===== src/rtl/shift_sequencer_if.sv =====
// Request/result handshake bundle for shift_sequencer.
// master = requester/consumer side, slave = the sequencer.
interface shift_sequencer_if #(
    parameter int WIDTH = 4,
    parameter int AMT_W = 3
);
    logic             start_valid;
    logic             start_ready;
    logic [WIDTH-1:0] op_a;
    logic [AMT_W-1:0] op_amt;
    logic             op_la;
    logic             op_lr;
    logic             res_valid;
    logic             res_ready;
    logic [WIDTH-1:0] res_y;
    logic             res_c;

    modport master (
        output start_valid, op_a, op_amt, op_la, op_lr, res_ready,
        input  start_ready, res_valid, res_y, res_c
    );

    modport slave (
        input  start_valid, op_a, op_amt, op_la, op_lr, res_ready,
        output start_ready, res_valid, res_y, res_c
    );
endinterface


===== src/rtl/shift_sequencer.sv =====
// Iterates an external single-step 4-bit shifter op_amt times per request.
// Define SHIFT_SEQ_STICKY_C_EN to make res_c the OR of every bit shifted out.
module shift_sequencer #(
    parameter int WIDTH = 4,
    parameter int AMT_W = 3
) (
    input  logic             clk,
    input  logic             rst,
    shift_sequencer_if.slave bus,
    output logic [WIDTH-1:0] sh_a,
    output logic             sh_la,
    output logic             sh_lr,
    input  logic [WIDTH-1:0] sh_y,
    input  logic             sh_c,
    output logic             busy
);
    typedef enum logic [1:0] {
        IDLE  = 2'd0,
        SHIFT = 2'd1,
        DONE  = 2'd2
    } state_t;

    state_t           state_q, state_d;
    logic [WIDTH-1:0] work_q, work_d;
    logic [AMT_W-1:0] cnt_q, cnt_d;
    logic             la_q, la_d;
    logic             lr_q, lr_d;
    logic             carry_q, carry_d;

    always_ff @(posedge clk) begin
        if (rst) begin
            state_q <= IDLE;
            work_q  <= '0;
            cnt_q   <= '0;
            la_q    <= 1'b0;
            lr_q    <= 1'b0;
            carry_q <= 1'b0;
        end else begin
            state_q <= state_d;
            work_q  <= work_d;
            cnt_q   <= cnt_d;
            la_q    <= la_d;
            lr_q    <= lr_d;
            carry_q <= carry_d;
        end
    end

    always_comb begin
        state_d = state_q;
        work_d  = work_q;
        cnt_d   = cnt_q;
        la_d    = la_q;
        lr_d    = lr_q;
        carry_d = carry_q;
        case (state_q)
            IDLE: begin
                if (bus.start_valid) begin
                    work_d  = bus.op_a;
                    cnt_d   = bus.op_amt;
                    la_d    = bus.op_la;
                    lr_d    = bus.op_lr;
                    carry_d = 1'b0;
                    state_d = (bus.op_amt == '0) ? DONE : SHIFT;
                end
            end
            SHIFT: begin
                work_d = sh_y;
`ifdef SHIFT_SEQ_STICKY_C_EN
                carry_d = carry_q | sh_c;
`else
                carry_d = sh_c;
`endif
                cnt_d = cnt_q - 1'b1;
                if (cnt_q == AMT_W'(1)) begin
                    state_d = DONE;
                end
            end
            DONE: begin
                if (bus.res_ready) begin
                    state_d = IDLE;
                end
            end
            default: state_d = IDLE;
        endcase
    end

    // Shifter inputs come straight from registers: no start/ready path reaches sh_*.
    assign sh_a  = work_q;
    assign sh_la = la_q;
    assign sh_lr = lr_q;

    assign bus.start_ready = (state_q == IDLE);
    assign bus.res_valid   = (state_q == DONE);
    assign bus.res_y       = work_q;
    assign bus.res_c       = carry_q;
    assign busy            = (state_q == SHIFT) || (state_q == DONE);
endmodule


===== src/flat_wrapper.sv =====
// flat-port wrapper written by rule: the top's interface ports become plain ports
module shift_sequencer_flat 
#(
    parameter int WIDTH = 4,
    parameter int AMT_W = 3
)
  (clk, rst, sh_a, sh_la, sh_lr, sh_y, sh_c, busy, bus_start_valid, bus_op_a, bus_op_amt, bus_op_la, bus_op_lr, bus_res_ready, bus_start_ready, bus_res_valid, bus_res_y, bus_res_c);
  shift_sequencer_if #(.WIDTH(WIDTH), .AMT_W(AMT_W)) bus_i ();
  input  logic clk;
  input  logic rst;
  output logic [WIDTH-1:0] sh_a;
  output logic sh_la;
  output logic sh_lr;
  input  logic [WIDTH-1:0] sh_y;
  input  logic sh_c;
  output logic busy;
  input wire logic [$bits(bus_i.start_valid)-1:0] bus_start_valid;
  input wire logic [$bits(bus_i.op_a)-1:0] bus_op_a;
  input wire logic [$bits(bus_i.op_amt)-1:0] bus_op_amt;
  input wire logic [$bits(bus_i.op_la)-1:0] bus_op_la;
  input wire logic [$bits(bus_i.op_lr)-1:0] bus_op_lr;
  input wire logic [$bits(bus_i.res_ready)-1:0] bus_res_ready;
  output wire logic [$bits(bus_i.start_ready)-1:0] bus_start_ready;
  output wire logic [$bits(bus_i.res_valid)-1:0] bus_res_valid;
  output wire logic [$bits(bus_i.res_y)-1:0] bus_res_y;
  output wire logic [$bits(bus_i.res_c)-1:0] bus_res_c;
  assign bus_i.start_valid = bus_start_valid;
  assign bus_i.op_a = bus_op_a;
  assign bus_i.op_amt = bus_op_amt;
  assign bus_i.op_la = bus_op_la;
  assign bus_i.op_lr = bus_op_lr;
  assign bus_i.res_ready = bus_res_ready;
  assign bus_start_ready = bus_i.start_ready;
  assign bus_res_valid = bus_i.res_valid;
  assign bus_res_y = bus_i.res_y;
  assign bus_res_c = bus_i.res_c;
  shift_sequencer #(.WIDTH(WIDTH), .AMT_W(AMT_W)) u_core (.clk(clk), .rst(rst), .bus(bus_i), .sh_a(sh_a), .sh_la(sh_la), .sh_lr(sh_lr), .sh_y(sh_y), .sh_c(sh_c), .busy(busy));
endmodule

===== config.mk =====
export PLATFORM = sky130hd
export DESIGN_NAME = shift_sequencer_flat
export DESIGN_NICKNAME = d
export VERILOG_FILES = /design/src/rtl/shift_sequencer_if.sv /design/src/rtl/shift_sequencer.sv /design/src/flat_wrapper.sv
export SDC_FILE = /design/constraint.sdc
export NUM_CORES = 1
export LEC_CHECK = 0
export CAP_MARGIN = 20
export CORE_ASPECT_RATIO = 1.25
export CORE_UTILIZATION = 29
export DETAILED_ROUTE_END_ITERATION = 10
export PLACE_DENSITY_LB_ADDON = 0.08
export SLEW_MARGIN = 25
export SYNTH_ARGS = -nofsm -noshare
export SYNTH_HDL_FRONTEND = slang
export SYNTH_SLANG_ARGS = --single-unit

===== constraint.sdc =====
create_clock -name clk -period 3.07 [get_ports clk]
set_clock_uncertainty 0.2 [all_clocks]
set_input_delay 0.307 -clock clk [delete_from_list [all_inputs] [get_ports clk]]
set_output_delay 0.307 -clock clk [all_outputs]
set_load 0.01 [all_outputs]

==> summary.txt <==
Worst setup path
  • R2R setup slack: roughly 1.2 ns
  • Reg-to-reg endpoint: u_core.cnt_q[1]
  • Crit Path Class: reg2out
  • Slowest stage delay, CP: about 0.52 ns
  • Largest delay share family, worst path: buffers and inverters
  • CP Launch Type: flop
  • Worst Setup End Kind: output port
  • R2r startpoint: u_core.state_q[1]
  • Required time worst endpoint: roughly 2.6 ns
  • Critical Path, Cell by Cell: inv_1, ha_1, clkdlybuf4s50_1
  • Worst path slowest cell: clkdlybuf4s50_1
  • Cells on worst reg2reg path: 5
  • Worst Path Buf+Inv: 2
  • Worst-path fanout max: 3
  • Worst path arrival time: about 1.6 ns

Floorplan
  • Die X: around 46 µm
  • Die Ht: 57.4 µm
  • Initial Utilization: about a third
  • Core area: 2260 µm²
  • IO Count: 32
  • Die ar.: 2660 µm²
  • Row count: 19

Synth
  • Syn Std Cell Area: around 710 µm²
  • Syn avg cell area: about 9 µm²
  • Syn_nets: around 110
  • EDFF count, synth: 0
  • Share of the synthesized area in the top cell type: roughly a third
  • Top post-synthesis cells by area: dfxtp_1 34%, ha_1 11%, mux2i_1 8.4%
  • Top FF cell, synth: dfxtp_1
  • Yosys synthesis warning count: 0
  • Register bit total from synthesis: 12
  • Synth cell types: 25
  • Seq/Total Area, Yosys: approximately 34%
  • Synth area leader: dfxtp_1
  • Fraction of registers with async set/reset: 0%
  • Mapped Cells: between 80 and 90

Route
  • Initial DRC count: 10
  • Post-DRT Antenna Nets: 0
  • First-pass iteration count of the detailed router: 4
  • Vias per inst: around 4.8
  • Vias: around 660
  • Per-cell routed wire length: approximately 12 µm
  • Drt drc: 0
  • DRT Wirelength: 1.64 mm

Power and ir drop
  • Leak: between 0.0003 and 0.0004 µW
  • Highest ir drop seen on vdd: roughly 400 µV
  • Part of the power in registers: a little over a quarter
  • Power per cell area: 945 nW/µm²
  • Clk network pwr share: a little over an eighth
  • Power Total: between 900 and 1000 µW
  • Net Sw Frac: roughly two fifths
  • Net load switching power: 390 µW
  • Combinational fraction of design power: approximately three fifths
  • Internal power: 598 µW

Hold path
  • Worst Hold Launch: u_core.sh_la
  • Hold Path Class: reg2reg
  • Hold Path End: u_core.sh_la
  • Hold path cells: 2

Cells and area
  • Most common cell after layout, fill and taps aside: clkdlybuf4s50_1
  • Area delta synth->final: 46.7%
  • Final Util: a little under half
  • Share of cells above drive strength 1: between 4 and 5%
  • # diodes: 0
  • Post-route cell area: roughly 1000 µm²
  • Layout Nets: approximately 130
  • Commonest non-fill, non-tap cells in the layout: 31 x clkdlybuf4s50_1, 12 x dfxtp_1, 9 x a21oi_1

Clock tree
  • Reg clk slew, reported paths: 0.08 ns
  • H-Tree Depth: 1
  • Clock Tree Root: clkbuf_4
  • Max Root-Sink Buffers: 2
  • Hold-fix buffers at CTS: 0
  • Clock Latency Late Sink: roughly 0.27 ns
  • Post-CTS Setup Bufs: 0
  • Num CTS Buffers: 3
  • Clk sinks: 12
  • Post-CTS sizing: 0
  • CTS tree: built

STA
  • Fin crit period: approximately 2 ns
  • Hold Worst Slack: roughly 0.26 ns
  • RSZ-0062 raised after global routing: no
  • Pins Over Slew Limit: 0
  • Worst-margin pin slew: approximately 0.56 ns
  • Hold Fails Final Rpt: 0
  • Max-slew headroom: a little over three fifths
  • Setup violations, final: 0
  • Crit share post-route: ~67%
  • FMAX: slightly below 500 MHz
  • Final TNS setup: 0 ns

Placed design
  • PortBufs: 31
  • Final estimated routing congestion in global placement: ~0.7
  • HPWL after DPL: 1.21 mm
  • Placed Area: 1010 µm²

Global route
  • Global-route wire length before repair: around 2.8 mm
  • GRT Total Usage: between 10 and 15%
  • Number of global-route vias before repair: 637
  • Remaining Overflow, GRT: 0
  • Antenna violations before repair: 0
  • Largest net degree at the start of global routing: 16

Status
  • Status: complete, no violations

Job
  • Max-cap violations: 0
==> how the worst max path moves through the flow <==
stage / start / endpoint / slack, ns / cells after the start
global placement: u_core.state_q[1] / u_core.bus.res_y[3] / 1.17 / 5
finish: u_core.state_q[0] / busy / 1.01 / 3
CTS: u_core.state_q[0] / busy / 0.99 / 3
floorplan: u_core.state_q[0] / u_core.state_q[1] / 1.47 / 5
global route: u_core.state_q[0] / busy / 0.89 / 3
detailed placement: u_core.state_q[1] / u_core.bus.res_y[3] / 1.14 / 5
==> registers in the layout (all words and copies together) (netlist names) <==
signal            flops
u_core.sh_la          1
u_core.sh_lr          1
u_core.bus.res_c      1
u_core.cnt_q          3
u_core.bus.res_y      4
u_core.state_q        2
==> kinds of logic (layout without fill, tap and decap cells) <==
group | after synthesis | after routing | synth area share, %
simple gates | 19 | 19 | 15.3
flops | 12 | 12 | 33.7
mux | 6 | 6 | 8.44
compound gates | 23 | 23 | 20.9
fa+ha+maj | 6 | 6 | 10.5
buf+inv | 15 | 42 | 11.1
==> cell type report <==
type | instances | area [µm²]
Tap cell | 31 | 38.8
Sequential cell | 12 | 240
Inverter | 7 | 26.3
Timing Repair Buffer | 31 | 310
Fill cell | 230 | 1210
Clock buffer | 4 | 36.3
Multi-Input combinational cell | 54 | 393
==> tightest hold or removal path: cells and delay by family (launching register included) <==
| kind | cells | cell delay (ns) |
|---|---|---|
| AND/OR/NAND/NOR | 1 | 0.05 |
| AO/OA/AOI/OAI | 1 | 0.05 |
| flip-flops | 1 | 0.31 |
==> metrics by stage <==
stage / instances / setup slack [ns]
after floorplan: 81 / 1.47
after global placement: 135 / 1.17
after detailed placement: 135 / 1.14
after CTS: 139 / 0.989
after global routing: 139 / 0.889
final: 139 / 1.01
==> power by group through the flow <==
stage	logic, µW	registers [µW]	clock network [µW]
after floorplan	396	269	0
after global placement	605	262	0
after detailed placement	604	264	0
after CTS	608	260	133
after global routing	665	270	146
final	598	259	130
==> cell usage after synthesis (all sizes together), types with 3 or more instances <==
cell type   n
nor2b       3
inv         7
mux2i       6
buf         8
a21oi       9
nand2       4
ha          6
a211oi      6
nand3       4
dfxtp      12
==> layer usage <==
| layer | vias up | track usage, % | part of all wire [%] |
|---|---|---|---|
| met4 | 0 | 9.24 | 2.3 |
| met5 | - | 0 | 0 |
| met3 | 4 | 3.48 | 5.1 |
| met1 | 298 | 17.3 | 45 |
| met2 | 23 | 22.4 | 48 |
| li1 | 339 | - | - |
No activity file was read; power rests on OpenSTA's default activity.
